===== src/rtl/fpu_pkg.sv =====
// Purpose : shared FPU operation codes and operand type for every FPU client and the FPU itself.
// Latency : n/a (declarations only).
// Backpressure: n/a.
package fpu_pkg;

    // Operation codes understood by the shared single-precision FPU.
    localparam logic [3:0] FPU_OP_ADD = 4'd0;
    localparam logic [3:0] FPU_OP_SUB = 4'd1;
    localparam logic [3:0] FPU_OP_MUL = 4'd2;
    localparam logic [3:0] FPU_OP_DIV = 4'd3;

    // Raw IEEE-754 single-precision bit pattern.
    typedef logic [31:0] fp32_t;

endpackage


===== src/rtl/edge_function.sv =====
// Purpose : edge function z = (c0-a0)*(b1-a1) - (c1-a1)*(b0-a0), all arithmetic on a shared external FPU.
// Latency : 7 x (1 + FPU latency) + 1 cycles from the exec sample to done_strobe_o.
// Backpressure: starts are only accepted in IDLE; each FPU step waits for the FPU done strobe.
module edge_function
    import fpu_pkg::*;
(
    input  logic        clk,
    input  logic        reset_i,
    input  logic [31:0] a_i [2],
    input  logic [31:0] b_i [2],
    input  logic [31:0] c_i [2],
    output logic [31:0] z_o,
    input  logic        exec_strobe_i,
    output logic        done_strobe_o,
    output logic [3:0]  fpu_op_o,
    output logic [31:0] fpu_a_value_o,
    output logic [31:0] fpu_b_value_o,
    input  logic [31:0] fpu_z_value_i,
    output logic        fpu_exec_strobe_o,
    input  logic        fpu_done_strobe_i
);

    localparam logic [1:0] ST_IDLE  = 2'd0;
    localparam logic [1:0] ST_ISSUE = 2'd1;
    localparam logic [1:0] ST_WAIT  = 2'd2;
    localparam logic [1:0] ST_DONE  = 2'd3;

    // Steps 0..5 land in tmp registers; step 6 is the final subtraction into z.
    localparam logic [2:0] LAST_STEP = 3'd6;
    localparam int         NUM_TMP   = 6;

    logic [1:0] state_q, state_d;
    logic [2:0] step_q,  step_d;
    fp32_t      a_q [2], a_d [2];
    fp32_t      b_q [2], b_d [2];
    fp32_t      c_q [2], c_d [2];
    fp32_t      tmp_q [NUM_TMP], tmp_d [NUM_TMP];
    fp32_t      z_q, z_d;

    logic [3:0] op_sel;
    fp32_t      opa_sel;
    fp32_t      opb_sel;
    logic       fpu_busy;

    // Operation and operands for the current step; minuend always on operand A.
    always_comb begin
        op_sel  = FPU_OP_SUB;
        opa_sel = '0;
        opb_sel = '0;
        case (step_q)
            3'd0: begin op_sel = FPU_OP_SUB; opa_sel = c_q[0];   opb_sel = a_q[0];   end
            3'd1: begin op_sel = FPU_OP_SUB; opa_sel = b_q[1];   opb_sel = a_q[1];   end
            3'd2: begin op_sel = FPU_OP_SUB; opa_sel = c_q[1];   opb_sel = a_q[1];   end
            3'd3: begin op_sel = FPU_OP_SUB; opa_sel = b_q[0];   opb_sel = a_q[0];   end
            3'd4: begin op_sel = FPU_OP_MUL; opa_sel = tmp_q[0]; opb_sel = tmp_q[1]; end
            3'd5: begin op_sel = FPU_OP_MUL; opa_sel = tmp_q[2]; opb_sel = tmp_q[3]; end
            default: begin op_sel = FPU_OP_SUB; opa_sel = tmp_q[4]; opb_sel = tmp_q[5]; end
        endcase
    end

    // Sequencer: capture inputs on start, issue one FPU op per step, collect results.
    always_comb begin
        state_d = state_q;
        step_d  = step_q;
        z_d     = z_q;
        for (int i = 0; i < 2; i++) begin
            a_d[i] = a_q[i];
            b_d[i] = b_q[i];
            c_d[i] = c_q[i];
        end
        for (int i = 0; i < NUM_TMP; i++) begin
            tmp_d[i] = tmp_q[i];
        end

        case (state_q)
            ST_IDLE: begin
                if (exec_strobe_i) begin
                    for (int i = 0; i < 2; i++) begin
                        a_d[i] = a_i[i];
                        b_d[i] = b_i[i];
                        c_d[i] = c_i[i];
                    end
                    step_d  = '0;
                    state_d = ST_ISSUE;
                end
            end
            ST_ISSUE: begin
                state_d = ST_WAIT;
            end
            ST_WAIT: begin
                // FPU done strobes are only meaningful here; elsewhere they are stale.
                if (fpu_done_strobe_i) begin
                    if (step_q == LAST_STEP) begin
                        z_d     = fpu_z_value_i;
                        state_d = ST_DONE;
                    end else begin
                        for (int i = 0; i < NUM_TMP; i++) begin
                            if (step_q == 3'(i)) begin
                                tmp_d[i] = fpu_z_value_i;
                            end
                        end
                        step_d  = step_q + 3'd1;
                        state_d = ST_ISSUE;
                    end
                end
            end
            default: begin
                state_d = ST_IDLE;
            end
        endcase
    end

    // State registers with synchronous active-high reset; reset also aborts any run.
    always_ff @(posedge clk) begin
        if (reset_i) begin
            state_q <= ST_IDLE;
            step_q  <= '0;
            z_q     <= '0;
            for (int i = 0; i < 2; i++) begin
                a_q[i] <= '0;
                b_q[i] <= '0;
                c_q[i] <= '0;
            end
            for (int i = 0; i < NUM_TMP; i++) begin
                tmp_q[i] <= '0;
            end
        end else begin
            state_q <= state_d;
            step_q  <= step_d;
            z_q     <= z_d;
            for (int i = 0; i < 2; i++) begin
                a_q[i] <= a_d[i];
                b_q[i] <= b_d[i];
                c_q[i] <= c_d[i];
            end
            for (int i = 0; i < NUM_TMP; i++) begin
                tmp_q[i] <= tmp_d[i];
            end
        end
    end

    // Op/operands are held from ISSUE through WAIT so the FPU may sample them late.
    assign fpu_busy          = (state_q == ST_ISSUE) || (state_q == ST_WAIT);
    assign fpu_op_o          = fpu_busy ? op_sel  : 4'd0;
    assign fpu_a_value_o     = fpu_busy ? opa_sel : 32'd0;
    assign fpu_b_value_o     = fpu_busy ? opb_sel : 32'd0;
    assign fpu_exec_strobe_o = (state_q == ST_ISSUE);
    assign done_strobe_o     = (state_q == ST_DONE);
    assign z_o               = z_q;

endmodule


===== config.mk =====
export PLATFORM = sky130hd
export DESIGN_NAME = edge_function
export DESIGN_NICKNAME = d
export VERILOG_FILES = /design/src/rtl/fpu_pkg.sv /design/src/rtl/edge_function.sv
export SDC_FILE = /design/constraint.sdc
export NUM_CORES = 1
export LEC_CHECK = 0
export BUFFER_PORTS_ARGS = -buffer_cell sky130_fd_sc_hd__clkbuf_2
export CAP_MARGIN = 40
export CORE_MARGIN = 5
export CORE_UTILIZATION = 50
export DETAILED_ROUTE_END_ITERATION = 8
export GPL_TIMING_DRIVEN = 0
export HOLD_SLACK_MARGIN = 0.02
export PLACE_DENSITY_LB_ADDON = 0.15
export SLEW_MARGIN = 0
export SYNTH_ARGS = -nofsm -noshare
export SYNTH_HDL_FRONTEND = slang
export SYNTH_SLANG_ARGS = --single-unit

===== constraint.sdc =====
create_clock -name clk -period 5 [get_ports clk]
set_input_delay 1 -clock clk [delete_from_list [all_inputs] [get_ports clk]]
set_output_delay 1 -clock clk [all_outputs]
set_load 0.01 [all_outputs]

==> run_results.csv <==
group,metric,value,unit
run_status,run_status,"complete, no violations",
floorplanning,die_x,196,um
final_layout,final_area,21100,um2
cts,clkSinkCount,421,
timing,setup_viol,0,
timing,hold_violations,0,
logic_synthesis,yosysSeqAreaShare,48.6,%
logic_synthesis,ys_types,44,
job,max_cap_violations,0,
critical_path,rr_worst_depth,7,
placed_design,dp_hpwl,50.2,mm
timing,layout_setup_ws,784,ps
critical_path,startpoint_type,"flop",
logic_synthesis,ys_ff_latch,421,
final_layout,fillerInstances,3206,
timing,worst_pin_slew,977,ps
power_and_ir_drop,p_leak,0.00802,uW
grt,antenna_found_initial,1,
final_layout,drive_gt1_share,18.0,%
logic_synthesis,synthSimpleGateAreaFrac,20.6,%
grt,grt_pass1_vias,17200,
logic_synthesis,yosys-mux-area-fraction,0.837,%
routing,routed_wl,65.9,mm
cts,cts_hold_buffers,0,
cts,cts_buffer_depth,3,
timing,slew_violations,0,
cts,cts_tree,"yes",
cts,cts.clk_slew.worst_paths,60,ps
logic_synthesis,synth_area,17300,um2
placed_design,port_buffers,326,
placed_design,routabilityCongestion,0.922,
logic_synthesis,synth_edf_count,0,
final_layout,synthToLayoutAreaGrowth,21.5,%
floorplanning,core,34400,um2
cts,cts-root-buf,"clkbuf_16",
cts,post_cts_buffers,0,
routing,wl_met2,30.5,mm
cts,cts_max_level,2,
placed_design,place_ws,1440,ps
floorplanning,die_h,196,um
logic_synthesis,synth_compound_area_share,24.0,%
power_and_ir_drop,p_per_area,449,nW/um2
timing,slew_headroom,34.9,%
routing,wire_per_inst,20.9,um
routing,highest_layer,"met4",
logic_synthesis,ys.flop_type,"dfxtp_1",
logic_synthesis,synth-adder-area-share,0.649,%
timing,clock_skew,10.1,ps
final_layout,nets,2908,
logic_synthesis,synth-xor-area-share,0,%
power_and_ir_drop,peakVddDrop,254,uV
grt,grt_pass1_wl,97.9,mm
final_layout,final_cell_mix,"nand2_1, a21oi_1, dfxtp_1",
floorplanning,ios,330,
routing,vias_per_cell,5.69,
timing,max_freq,0.237,GHz
cts,clk_latency,550,ps
timing,setup_tns,0,ps
timing,period_share,84.3,%
logic_synthesis,synth-async-reset-ratio,0,%
power_and_ir_drop,power,9470,uW
routing,first_iter_violations,1824,
grt,grt_max_degree,15,
routing,drt_first_pass_iters,6,
final_layout,layout_commonest_cell,"nand2_1",
logic_synthesis,synthCells,2296,
timing,grt_setup_unrepaired,"false",
floorplanning,start_util,50.5,%
routing,final_antenna_net_count,0,
cts,cts_resized,0,
placed_design,postPlaceCellArea,19600,um2
critical_path,critPathMaxFanout,10,
timing,whs,451,ps
critical_path,arrival,3220,ps
logic_synthesis,syn_avg_cell_area,7.56,um2
final_layout,regArea,8430,um2
cts,numCtsBuffers,43,
critical_path,critPathRequiredTime,4000,ps
final_layout,multi_input_area,8000,um2
routing,wl_met1,27.0,mm
routing,vias,18000,
hold_path,holdPathStages,2,
critical_path,worstSetupPathType,"flop to output port",
hold_path,hp-class,"flop to flop",
grt,track_usage,32.5,%
critical_path,endpoint_kind,"output port",
logic_synthesis,yosysWarnings,0,
floorplanning,dieArea,38500,um2
grt,grt_overflow_total,0,
timing,post-route-min-period,4220,ps
routing,dr_wl_met3,6.07,mm
logic_synthesis,synth_top_family_by_area,"compound AO/OA/AOI/OAI gates",
routing,drc,0,
floorplanning,rows,68,
synthesized netlist by cell type, drive strengths merged, types with 2 or more instances:
master / count / area (um2)
a22oi: 30 / 225
dfxtp: 421 / 8430
nor3: 3 / 25.0
inv: 6 / 22.5
a211oi: 5 / 37.5
nor2b: 6 / 42.5
nand2: 855 / 3210
clkbuf: 122 / 460
a221oi: 19 / 166
ha: 9 / 113
a222oi: 38 / 380
or3: 2 / 12.5
a32o: 4 / 40.0
nor2: 49 / 186
a221o: 32 / 320
and2: 7 / 43.8
a21o: 6 / 45.0
or2: 2 / 12.5
nand3: 3 / 15.0
mux2: 12 / 135
a31oi: 5 / 31.3
o21ai: 66 / 330
a21oi: 487 / 2440
buf: 85 / 443
a22o: 13 / 114
registers in the layout, summed over array words and instances, names as in the netlist:
name and cells:
step_q 3, c_q 64, a_q 64, tmp_q 192, state_q 2, z_o 32
b_q 64
critical path, stage by stage, from the launching register on:
cell	delay, ps
dfxtp_1	350
inv_1	130
ha_1	170
buf_2	230
buf_1	760
a22oi_1	320
a22o_1	300
a21oi_1	240
clkbuf_2	190
power by group:
group          internal (uW)  leakage (uW)  total, uW  switching (uW)
Clock                   2050      0.000751       3400            1350
Combinational            693       0.00385       2190            1490
Sequential              3680       0.00342       3890             212
Total                   6420       0.00802       9470            3060
per-layer routing:
layer / vias up / global-route usage, %
met5: - / 0
met4: 0 / 12.0
met3: 148 / 4.65
met2: 957 / 54.1
met1: 8339 / 43.2
li1: 8541 / -
layout make-up:
cell class / instances / area share, %
clock buffers: 61 / 6.10
plain buffers: 207 / 4.28
multi-input cells: 1663 / 37.9
clock inverters: 17 / 0.997
diodes: 1 / 0.0119
repair buffers: 329 / 7.90
inverters: 6 / 0.107
flip-flops and latches: 421 / 40.0
well taps: 455 / 2.70
cell families after synthesis:
group	after synthesis
AOI/OAI and AO/OA	709
adders and majority gates	9
buffers and inverters	213
DFF	421
muxes	13
other	1
and+or+nand+nor	930
worst paths after layout:
path,start,end,slack (ps)
setup / recovery,step_q[1]$_SDFFE_PP0P_,fpu_a_value_o[31],780
hold / removal,tmp_q[5][24]$_SDFFE_PP0P_,tmp_q[5][24]$_SDFFE_PP0P_,450
setup reg to reg,state_q[0]$_SDFFE_PP0P_,c_q[0][62]$_SDFFE_PP0P_,2250
hold reg to reg,tmp_q[5][24]$_SDFFE_PP0P_,tmp_q[5][24]$_SDFFE_PP0P_,450
metrics by stage:
stage                     instances  util (%)
after floorplan                2297         -
after global placement         3078      56.9
after detailed placement       3080      56.9
after CTS                      3158      61.3
after global routing           3160      61.3
final                          3160      61.3
Power figures use the tool's default switching activity.
